==> src/rtl/t0_bus_decoder_pkg.sv <==
// Shared T0 bus definitions: both encoder and decoder import this so the flag index
// and polarity stay in lockstep.
package t0_bus_pkg;

    localparam int DEF_WIDTH  = 8;
    localparam int DEF_STRIDE = 1;
    localparam int DEF_CNT_W  = 16;
    localparam int FLAG_BIT   = DEF_WIDTH;

    typedef enum logic {
        W_LOAD,
        W_INC
    } word_kind_e;

    typedef logic [FLAG_BIT:0] enc_word_t;

    // Flag high means the lines carry a fresh address; low means they were frozen.
    function automatic word_kind_e kind_of(input logic flag);
        return flag ? W_LOAD : W_INC;
    endfunction

endpackage

==> src/rtl/t0_bus_decoder_if.sv <==
// Encoded-link bundle between a T0 word source (master) and the decoder (slave).
interface t0_bus_decoder_if #(
    parameter int WIDTH = 8,
    parameter int CNT_W = 16
);
    // en is a plain valid with no back-pressure: the decoder accepts one word on
    // every rising edge where en=1, so the source never waits for a ready.
    logic             en;
    logic [WIDTH:0]   bus_in;
    logic             viol_clr;
    logic [WIDTH-1:0] addr_out;
    logic             addr_vld;
    logic             viol;
    logic [CNT_W-1:0] load_cnt;
    logic [CNT_W-1:0] inc_cnt;
    logic [CNT_W-1:0] max_run;
    logic [CNT_W-1:0] run_len;

    modport master (
        output en, bus_in, viol_clr,
        input  addr_out, addr_vld, viol, load_cnt, inc_cnt, max_run, run_len
    );

    modport slave (
        input  en, bus_in, viol_clr,
        output addr_out, addr_vld, viol, load_cnt, inc_cnt, max_run, run_len
    );

endinterface

==> src/rtl/t0_bus_decoder_sat_counter.sv <==
// Saturating up-counter with a synchronous clear; holds at all-ones instead of wrapping.
module sat_counter #(
    parameter int CNT_W = 16
) (
    input  logic             ck,
    input  logic             rst,
    input  logic             clear,
    input  logic             inc,
    output logic [CNT_W-1:0] count
);

    localparam logic [CNT_W-1:0] CNT_MAX = '1;

    logic [CNT_W-1:0] r_count;

    always_ff @(posedge ck) begin
        if (rst || clear) begin
            r_count <= '0;
        end else if (inc && (r_count != CNT_MAX)) begin
            r_count <= r_count + CNT_W'(1);
        end
    end

    assign count = r_count;

endmodule

==> src/rtl/t0_bus_decoder.sv <==
// T0 bus receiver: rebuilds the address stream from load/frozen words, flags frozen
// words whose lines moved, and keeps saturating link statistics.
module t0_bus_decoder
    import t0_bus_pkg::*;
#(
    parameter int WIDTH  = DEF_WIDTH,
    parameter int STRIDE = DEF_STRIDE,
    parameter int CNT_W  = DEF_CNT_W
) (
    input  logic             ck,
    input  logic             rst,
    t0_bus_decoder_if.slave  bus
);

    localparam logic [WIDTH-1:0] STEP    = WIDTH'(STRIDE);
    localparam logic [CNT_W-1:0] CNT_MAX = '1;

    word_kind_e       w_kind;
    logic             w_load;
    logic             w_inc;
    logic             w_viol_set;
    logic [WIDTH-1:0] w_lines;
    logic [CNT_W-1:0] w_run_len;
    logic [CNT_W-1:0] w_run_next;
    logic [CNT_W-1:0] w_load_cnt;
    logic [CNT_W-1:0] w_inc_cnt;

    logic [WIDTH-1:0] r_addr;
    logic [WIDTH-1:0] r_bus_last;
    logic             r_vld;
    logic             r_viol;
    logic [CNT_W-1:0] r_max_run;

    assign w_kind     = kind_of(bus.bus_in[WIDTH]);
    assign w_lines    = bus.bus_in[WIDTH-1:0];
    assign w_load     = bus.en && (w_kind == W_LOAD);
    assign w_inc      = bus.en && (w_kind == W_INC);
    // A frozen word must repeat the last loaded lines; any toggle is a protocol error.
    assign w_viol_set = w_inc && (w_lines != r_bus_last);
    assign w_run_next = (w_run_len == CNT_MAX) ? CNT_MAX : w_run_len + CNT_W'(1);

    sat_counter #(.CNT_W(CNT_W)) u_load_cnt (
        .ck    (ck),
        .rst   (rst),
        .clear (1'b0),
        .inc   (w_load),
        .count (w_load_cnt)
    );

    sat_counter #(.CNT_W(CNT_W)) u_inc_cnt (
        .ck    (ck),
        .rst   (rst),
        .clear (1'b0),
        .inc   (w_inc),
        .count (w_inc_cnt)
    );

    // Run tracker: a load word ends the current run of increment words.
    sat_counter #(.CNT_W(CNT_W)) u_run_len (
        .ck    (ck),
        .rst   (rst),
        .clear (w_load),
        .inc   (w_inc),
        .count (w_run_len)
    );

    always_ff @(posedge ck) begin
        if (rst) begin
            r_addr     <= '0;
            r_bus_last <= '0;
            r_vld      <= 1'b0;
            r_viol     <= 1'b0;
            r_max_run  <= '0;
        end else begin
            r_vld <= bus.en;
            if (w_load) begin
                r_addr     <= w_lines;
                r_bus_last <= w_lines;
            end else if (w_inc) begin
                r_addr <= r_addr + STEP;
                if (w_run_next > r_max_run) begin
                    r_max_run <= w_run_next;
                end
            end
            // viol_clr is a side-band control that acts even on idle cycles; a new violation wins.
            if (w_viol_set) begin
                r_viol <= 1'b1;
            end else if (bus.viol_clr) begin
                r_viol <= 1'b0;
            end
        end
    end

    assign bus.addr_out = r_addr;
    assign bus.addr_vld = r_vld;
    assign bus.viol     = r_viol;
    assign bus.load_cnt = w_load_cnt;
    assign bus.inc_cnt  = w_inc_cnt;
    assign bus.max_run  = r_max_run;
    assign bus.run_len  = w_run_len;

endmodule

==> src/flat_wrapper.sv <==
// flat-port wrapper written by rule: the top's interface ports become plain ports
module t0_bus_decoder_flat import t0_bus_pkg::*;
#(
    parameter int WIDTH  = DEF_WIDTH,
    parameter int STRIDE = DEF_STRIDE,
    parameter int CNT_W  = DEF_CNT_W
)
  (ck, rst, bus_en, bus_bus_in, bus_viol_clr, bus_addr_out, bus_addr_vld, bus_viol, bus_load_cnt, bus_inc_cnt, bus_max_run, bus_run_len);
  t0_bus_decoder_if #(.WIDTH(WIDTH), .CNT_W(CNT_W)) bus_i ();
  input  logic ck;
  input  logic rst;
  input wire logic [$bits(bus_i.en)-1:0] bus_en;
  input wire logic [$bits(bus_i.bus_in)-1:0] bus_bus_in;
  input wire logic [$bits(bus_i.viol_clr)-1:0] bus_viol_clr;
  output wire logic [$bits(bus_i.addr_out)-1:0] bus_addr_out;
  output wire logic [$bits(bus_i.addr_vld)-1:0] bus_addr_vld;
  output wire logic [$bits(bus_i.viol)-1:0] bus_viol;
  output wire logic [$bits(bus_i.load_cnt)-1:0] bus_load_cnt;
  output wire logic [$bits(bus_i.inc_cnt)-1:0] bus_inc_cnt;
  output wire logic [$bits(bus_i.max_run)-1:0] bus_max_run;
  output wire logic [$bits(bus_i.run_len)-1:0] bus_run_len;
  assign bus_i.en = bus_en;
  assign bus_i.bus_in = bus_bus_in;
  assign bus_i.viol_clr = bus_viol_clr;
  assign bus_addr_out = bus_i.addr_out;
  assign bus_addr_vld = bus_i.addr_vld;
  assign bus_viol = bus_i.viol;
  assign bus_load_cnt = bus_i.load_cnt;
  assign bus_inc_cnt = bus_i.inc_cnt;
  assign bus_max_run = bus_i.max_run;
  assign bus_run_len = bus_i.run_len;
  t0_bus_decoder #(.WIDTH(WIDTH), .STRIDE(STRIDE), .CNT_W(CNT_W)) u_core (.ck(ck), .rst(rst), .bus(bus_i));
endmodule
==> config.mk <==
export PLATFORM = sky130hd
export DESIGN_NAME = t0_bus_decoder_flat
export DESIGN_NICKNAME = d
export VERILOG_FILES = /design/src/rtl/t0_bus_decoder_pkg.sv /design/src/rtl/t0_bus_decoder_if.sv /design/src/rtl/t0_bus_decoder_sat_counter.sv /design/src/rtl/t0_bus_decoder.sv /design/src/flat_wrapper.sv
export SDC_FILE = /design/constraint.sdc
export NUM_CORES = 1
export LEC_CHECK = 0
export ABC_CLOCK_PERIOD_IN_PS = 4400
export CORE_MARGIN = 1
export CORE_UTILIZATION = 25
export CTS_CLUSTER_DIAMETER = 80
export CTS_CLUSTER_SIZE = 16
export DETAILED_ROUTE_END_ITERATION = 6
export MAX_ROUTING_LAYER = met4
export SLEW_MARGIN = 20
export SYNTH_ARGS = -nofsm -noshare
export SYNTH_HDL_FRONTEND = slang
export SYNTH_SLANG_ARGS = --single-unit
==> constraint.sdc <==
create_clock -name ck -period 4.4 [get_ports ck]
set_input_delay 0.44 -clock ck [delete_from_list [all_inputs] [get_ports ck]]
set_output_delay 0.44 -clock ck [all_outputs]
set_load 0.02 [all_outputs]
==> summary.md <==
| Metric | Value |
|---|---|
| Status | `complete, no violations` |
| Clock power frac | `35.8%` |
| CTS Root Cell | `clkbuf_16` |
| CP arrival | `4110 ps` |
| Crit path to | `u_core.bus.max_run[11]$_SDFFE_PP0P_` |
| Count of cell types in the netlist | `55` |
| IO Pins | `87` |
| Routed wire length | `10.9 mm` |
| Crit path time final | `3820 ps` |
| Reg2reg path depth | `12` |
| Comb power frac | `25.9%` |
| Ys async rst share | `0%` |
| Crit Path Category | `flop to flop` |
| Remaining antenna violation count | `0` |
| Ant. Diodes | `0` |
| DR vias/cell | `4.60` |
| Average size of a mapped cell | `8.52 um^2` |
| Area Overhead vs Synth | `31.1%` |
| CP max FO | `16` |
| Synth Register Bits | `82` |
| Final worst path period share | `86.7%` |
| Setup bufs post-CTS | `0` |
| GPL Wtd Cong | `0.758` |
| Count leader, synth | `dfxtp_1` |
| Startpoint types | `flop` |
| First-pass DRT Iterations | `5` |
| Worst min path class | `input port to flop` |
| Initial antenna violation count | `0` |
| CTS max path bufs | `2` |
| Filler cell count | `1791` |
| Vias in the first global route | `3487` |
| First-pass GRT wire length | `17.9 mm` |
| Number of flops mapped to enable cells by yosys | `0` |
| Sequential fraction of the synthesis area | `37.2%` |
| CP Capture Type | `flop` |
| Die Y | `135 um` |
| Reg clk slew, reported paths | `70 ps` |
| Num CTS Buffers | `9` |
| Clock H-tree levels | `3` |
| Syn nets | `551` |
| Worst clock skew | `12.1 ps` |
| GRT overflow | `0` |
| Worst-Skew Late Latency | `350 ps` |
| Net Sw Power | `686 uW` |
| Clock Sinks | `82` |
| Share of layout cells above drive strength 1 | `7.63%` |
| Seq pwr share | `38.3%` |
| Sequential cell area | `1640 um^2` |
| TritonCTS clock tree | `done` |
| RR Endpoint | `u_core.bus.max_run[11]$_SDFFE_PP0P_` |
| R2r startpoint | `u_core.u_run_len.count[0]$_SDFFE_PP0P_` |
| Initial core utilization | `25.6%` |
| Leakage | `2.13 nW` |
| DRC | `0` |
| Mapped Area | `4410 um^2` |
| R2R Setup Slk | `580 ps` |
| Yosys top cell by area | `dfxtp_1` |
| Yosys top cell area share | `37.2%` |
| Setup TNS | `0 ps` |
| Vias | `3809` |
| Highest Clock Rate | `0.262 GHz` |
| Die area | `18200 um^2` |
| Gr usage total | `13.0%` |
| Post-layout util | `33.6%` |
| Post-CTS sizing | `0` |
| Final Max Tran Viols | `0` |
| Pwr/cell area | `373 nW/um^2` |
| DR WL/cell | `13.2 um` |
| Leading post-synthesis cells by cell area | `dfxtp_1 37%, xor2_1 6.0%, nor2_1 5.8%` |
| Hold_buf cts | `0` |
| Peak VDD IR | `206 uV` |
| DPL Wire Length | `8.03 mm` |
| Area of the multi-input gates | `2580 um^2` |
| Max Cap Violations | `0` |
| DRT iter0 DRCs | `176` |
| Final hold vios | `0` |
| Final net count | `631` |
| Post-synth top cells | `82 x dfxtp_1, 68 x nor2_1, 55 x nand2_1` |
| Largest net degree at the start of global routing | `67` |
| Crit path from | `u_core.u_run_len.count[0]$_SDFFE_PP0P_` |
| WHS | `447 ps` |
| Power Internal | `1.47 mW` |
| Unrepaired setup endpoints after global routing | `no` |
| Row cnt | `48` |
| I/O Buffers | `86` |
| Mapped Cells | `518` |
| DIE WIDTH | `135 um` |
| Top_reg_cell synth | `dfxtp_1` |
| Critical path data required time | `4690 ps` |
| Net Sw Frac | `31.8%` |
| Worst slew pin tran | `763 ps` |
| Rel. slew slack | `49.2%` |
| Core area | `17200 um^2` |
| Final Setup Violations | `0` |
| Synth Warn # | `0` |
metrics by stage:
stage | setup slack, ps | instance area [um^2] | total power, mW | cells
6_report | 584 | 5780 | 2.16 | 828
4_1_cts | 599 | 5780 | 2.19 | 828
2_1_floorplan | 970 | 4410 | 1.25 | 518
3_5_place_dp | 631 | 5480 | 1.41 | 812
5_1_grt | 362 | 5780 | 2.27 | 828
3_3_place_gp | 706 | 5480 | 1.40 | 812
area by class of cell:
cell class,count,share of cell area (%)
clock buffer,11,4.20
clock inverter,5,1.06
inverter,21,1.36
multi-input combinational,393,44.7
sequential,82,28.4
tap,225,4.87
timing repair buffer,91,15.4
state kept, by name (all words and copies together), names as in the netlist:
signal / flops
u_core.u_run_len.count: 16
u_core.bus.addr_vld: 1
u_core.u_load_cnt.count: 16
u_core.u_inc_cnt.count: 16
u_core.bus.addr_out: 8
u_core.r_bus_last: 8
u_core.bus.max_run: 16
u_core.bus.viol: 1
worst min path at each step:
stage	end	cells past startpoint	start	slack [ps]
global route	u_core.bus.max_run[11]$_SDFFE_PP0P_	3	rst	470
finish	u_core.bus.max_run[11]$_SDFFE_PP0P_	3	rst	450
detailed placement	u_core.r_bus_last[0]$_SDFFE_PP0P_	2	u_core.r_bus_last[0]$_SDFFE_PP0P_	460
global placement	u_core.r_bus_last[6]$_SDFFE_PP0P_	2	u_core.r_bus_last[6]$_SDFFE_PP0P_	450
floorplan	u_core.r_bus_last[0]$_SDFFE_PP0P_	2	u_core.r_bus_last[0]$_SDFFE_PP0P_	450
CTS	u_core.bus.max_run[11]$_SDFFE_PP0P_	3	rst	450
kinds of logic after synthesis:
kind of cell,after synthesis,share of synthesized area [%]
flops,82,37.2
xor+xnor,53,10.5
mux,6,1.36
buf+inv,43,4.23
compound gates,100,16.6
simple gates,214,24.4
fa+ha+maj,20,5.67
layer usage:
layer	vias up	routed length, um	global-route usage (%)
met3	12	350	2.03
met5	-	0	-
met1	1754	5660	17.7
met2	74	4670	18.4
met4	0	239	6.55
li1	1969	-	-
placed cells by master, fill, tap and decap left out, types with 2 or more instances in the layout:
cell type,count
a211oi_1,4
a21o_1,3
a21oi_1,39
a21oi_2,2
a22o_1,7
a22oi_1,6
a311oi_2,8
a31oi_1,4
and2_1,6
and3_1,15
and4_1,5
buf_4,5
clkbuf_16,9
clkdlybuf4s50_1,85
clkinv_4,2
dfxtp_1,82
ha_1,20
inv_1,21
mux2i_1,6
nand2_1,55
nand2b_1,3
nand3_1,15
nand4_1,17
nor2_1,68
nor2b_1,3
nor3_1,11
o21a_1,2
o21ai_0,15
or3_1,2
xnor2_1,23
xor2_1,30
worst max-delay path, cell delays in order (launching register included):
cell	delay, ps
dfxtp_1	430
ha_1	260
nand3_1	160
nor4_4	540
nand2_4	80
a41oi_2	300
ha_1	310
a21o_1	160
a21o_1	200
a2111oi_4	440
o211ai_2	410
a211oi_1	330
a31o_1	120
power by group through the flow:
stage          Sequential (mW)  Combinational [mW]  Clock, mW
3_3_place_gp             0.845               0.557          0
5_1_grt                  0.833               0.617      0.824
6_report                 0.828               0.558      0.772
2_1_floorplan            0.882               0.369          0
4_1_cts                  0.828               0.563      0.799
3_5_place_dp             0.844               0.562          0
(Power assumes the default switching activity.)
==> variant (same settings) <==
Make the reset (`rst`) asynchronous in one clocked block.
--- a/src/rtl/t0_bus_decoder.sv
+++ b/src/rtl/t0_bus_decoder.sv
@@ -66,3 +66,3 @@
 
-    always_ff @(posedge ck) begin
+    always_ff @(posedge ck or posedge rst) begin
         if (rst) begin
Function: differs if rst is asserted again (counterexample within 4 cycles, from zero or initial values and one cycle with rst high); with rst held inactive, the same outputs for 10 cycles.
==> variant against the unedited design <==
  * Fmax shrank 4.5%
  * Cell area grew 2.9%
  * Wire length is 7.1% higher
  * Critical path type unchanged
  * Sequential cell count did not move
  * Area after synthesis grew 2.6%
  * Worst setup slack worse by 0.18 ns
Power is not compared: it rests on default switching activity, and its combinational part moved more than twofold at a synthesized area within 25%.
==> variant: results (changes against the unedited design) <==
ys async rst share=0.415 (was 0); hold slack=0.504 ns (was 0.447 ns); DPL Wire Length=8410 µm (was 8030 µm); register area share after synthesis=0.400 (was 0.372); Seq/total area=0.304 (was 0.284); GRT Total Usage=0.137 (was 0.130); register-to-register setup slack=0.40 ns (was 0.58 ns); Routability Congestion=0.868 (was 0.758); FF-to-FF End=u_core.bus.max_run[3] (was u_core.bus.max_run[11]); status=completed (unchanged); via/cell ratio=4.75 (was 4.60); final wirelength=11,700 µm (was 10,900 µm); Multi-Input Combinational=381 (was 393); top post-synthesis cells by count=nand2_1, dfxtp_1, nor2_1 (was dfxtp_1, nor2_1, nand2_1); invs w/o clock=25 (was 21); Final Non-Filler Cells=824 (was 828); Signal buf overhead=0.156 (was 0.154); DRC marker count from the first detailed-route iteration=177 (was 176); placed cells=808 (was 812); Net count, final=627 (was 631); Hold Path Depth=2 (was 3); CP max FO=14 (was 16); Worst Tran Pin Value=0.840 ns (was 0.763 ns); fraction of layout cells with a size suffix above 1=0.0818 (was 0.0763); fillers=1,800 (was 1,791); vias in the first global route=3,689 (was 3,487); CP max stage delay=0.72 ns (was 0.54 ns); multi-input combinational area share=0.424 (was 0.447); Non-clock buffers=95 (was 91); Top delay family on crit path=simple AND/OR/NAND/NOR gates (was compound AO/OA/AOI/OAI gates)
variant: kinds of logic after synthesis:
logic type,Yosys count,share of synthesized area
flops,82,0.400
compound gates,90,0.128
simple gates,199,0.224
xor+xnor,48,0.0929
fa+ha+maj,20,0.0553
buf+inv,47,0.0423
mux,24,0.0572
variant: layer usage:
layer	global-route usage	routed length, µm	up-vias
met5	-	0	-
met4	0.0475	176	0
met3	0.0381	629	11
met2	0.206	5280	89
met1	0.175	5610	1843
li1	-	-	1973
variant: metrics by stage:
stage / power, mW / area, µm² / worst slack (ns)
after floorplan: 0.993 / 4530 / 0.256
after global placement: 1.11 / 5640 / 0.520
after detailed placement: 1.11 / 5640 / 0.456
after CTS: 1.93 / 5950 / 0.416
after global routing: 1.98 / 5950 / 0.202
final: 1.90 / 5950 / 0.403
variant: worst min-delay path, stage by stage (launching register included):
cell and delay, ns:
dfrtp_1 0.37, nand2_1 0.05, nand2_1 0.05
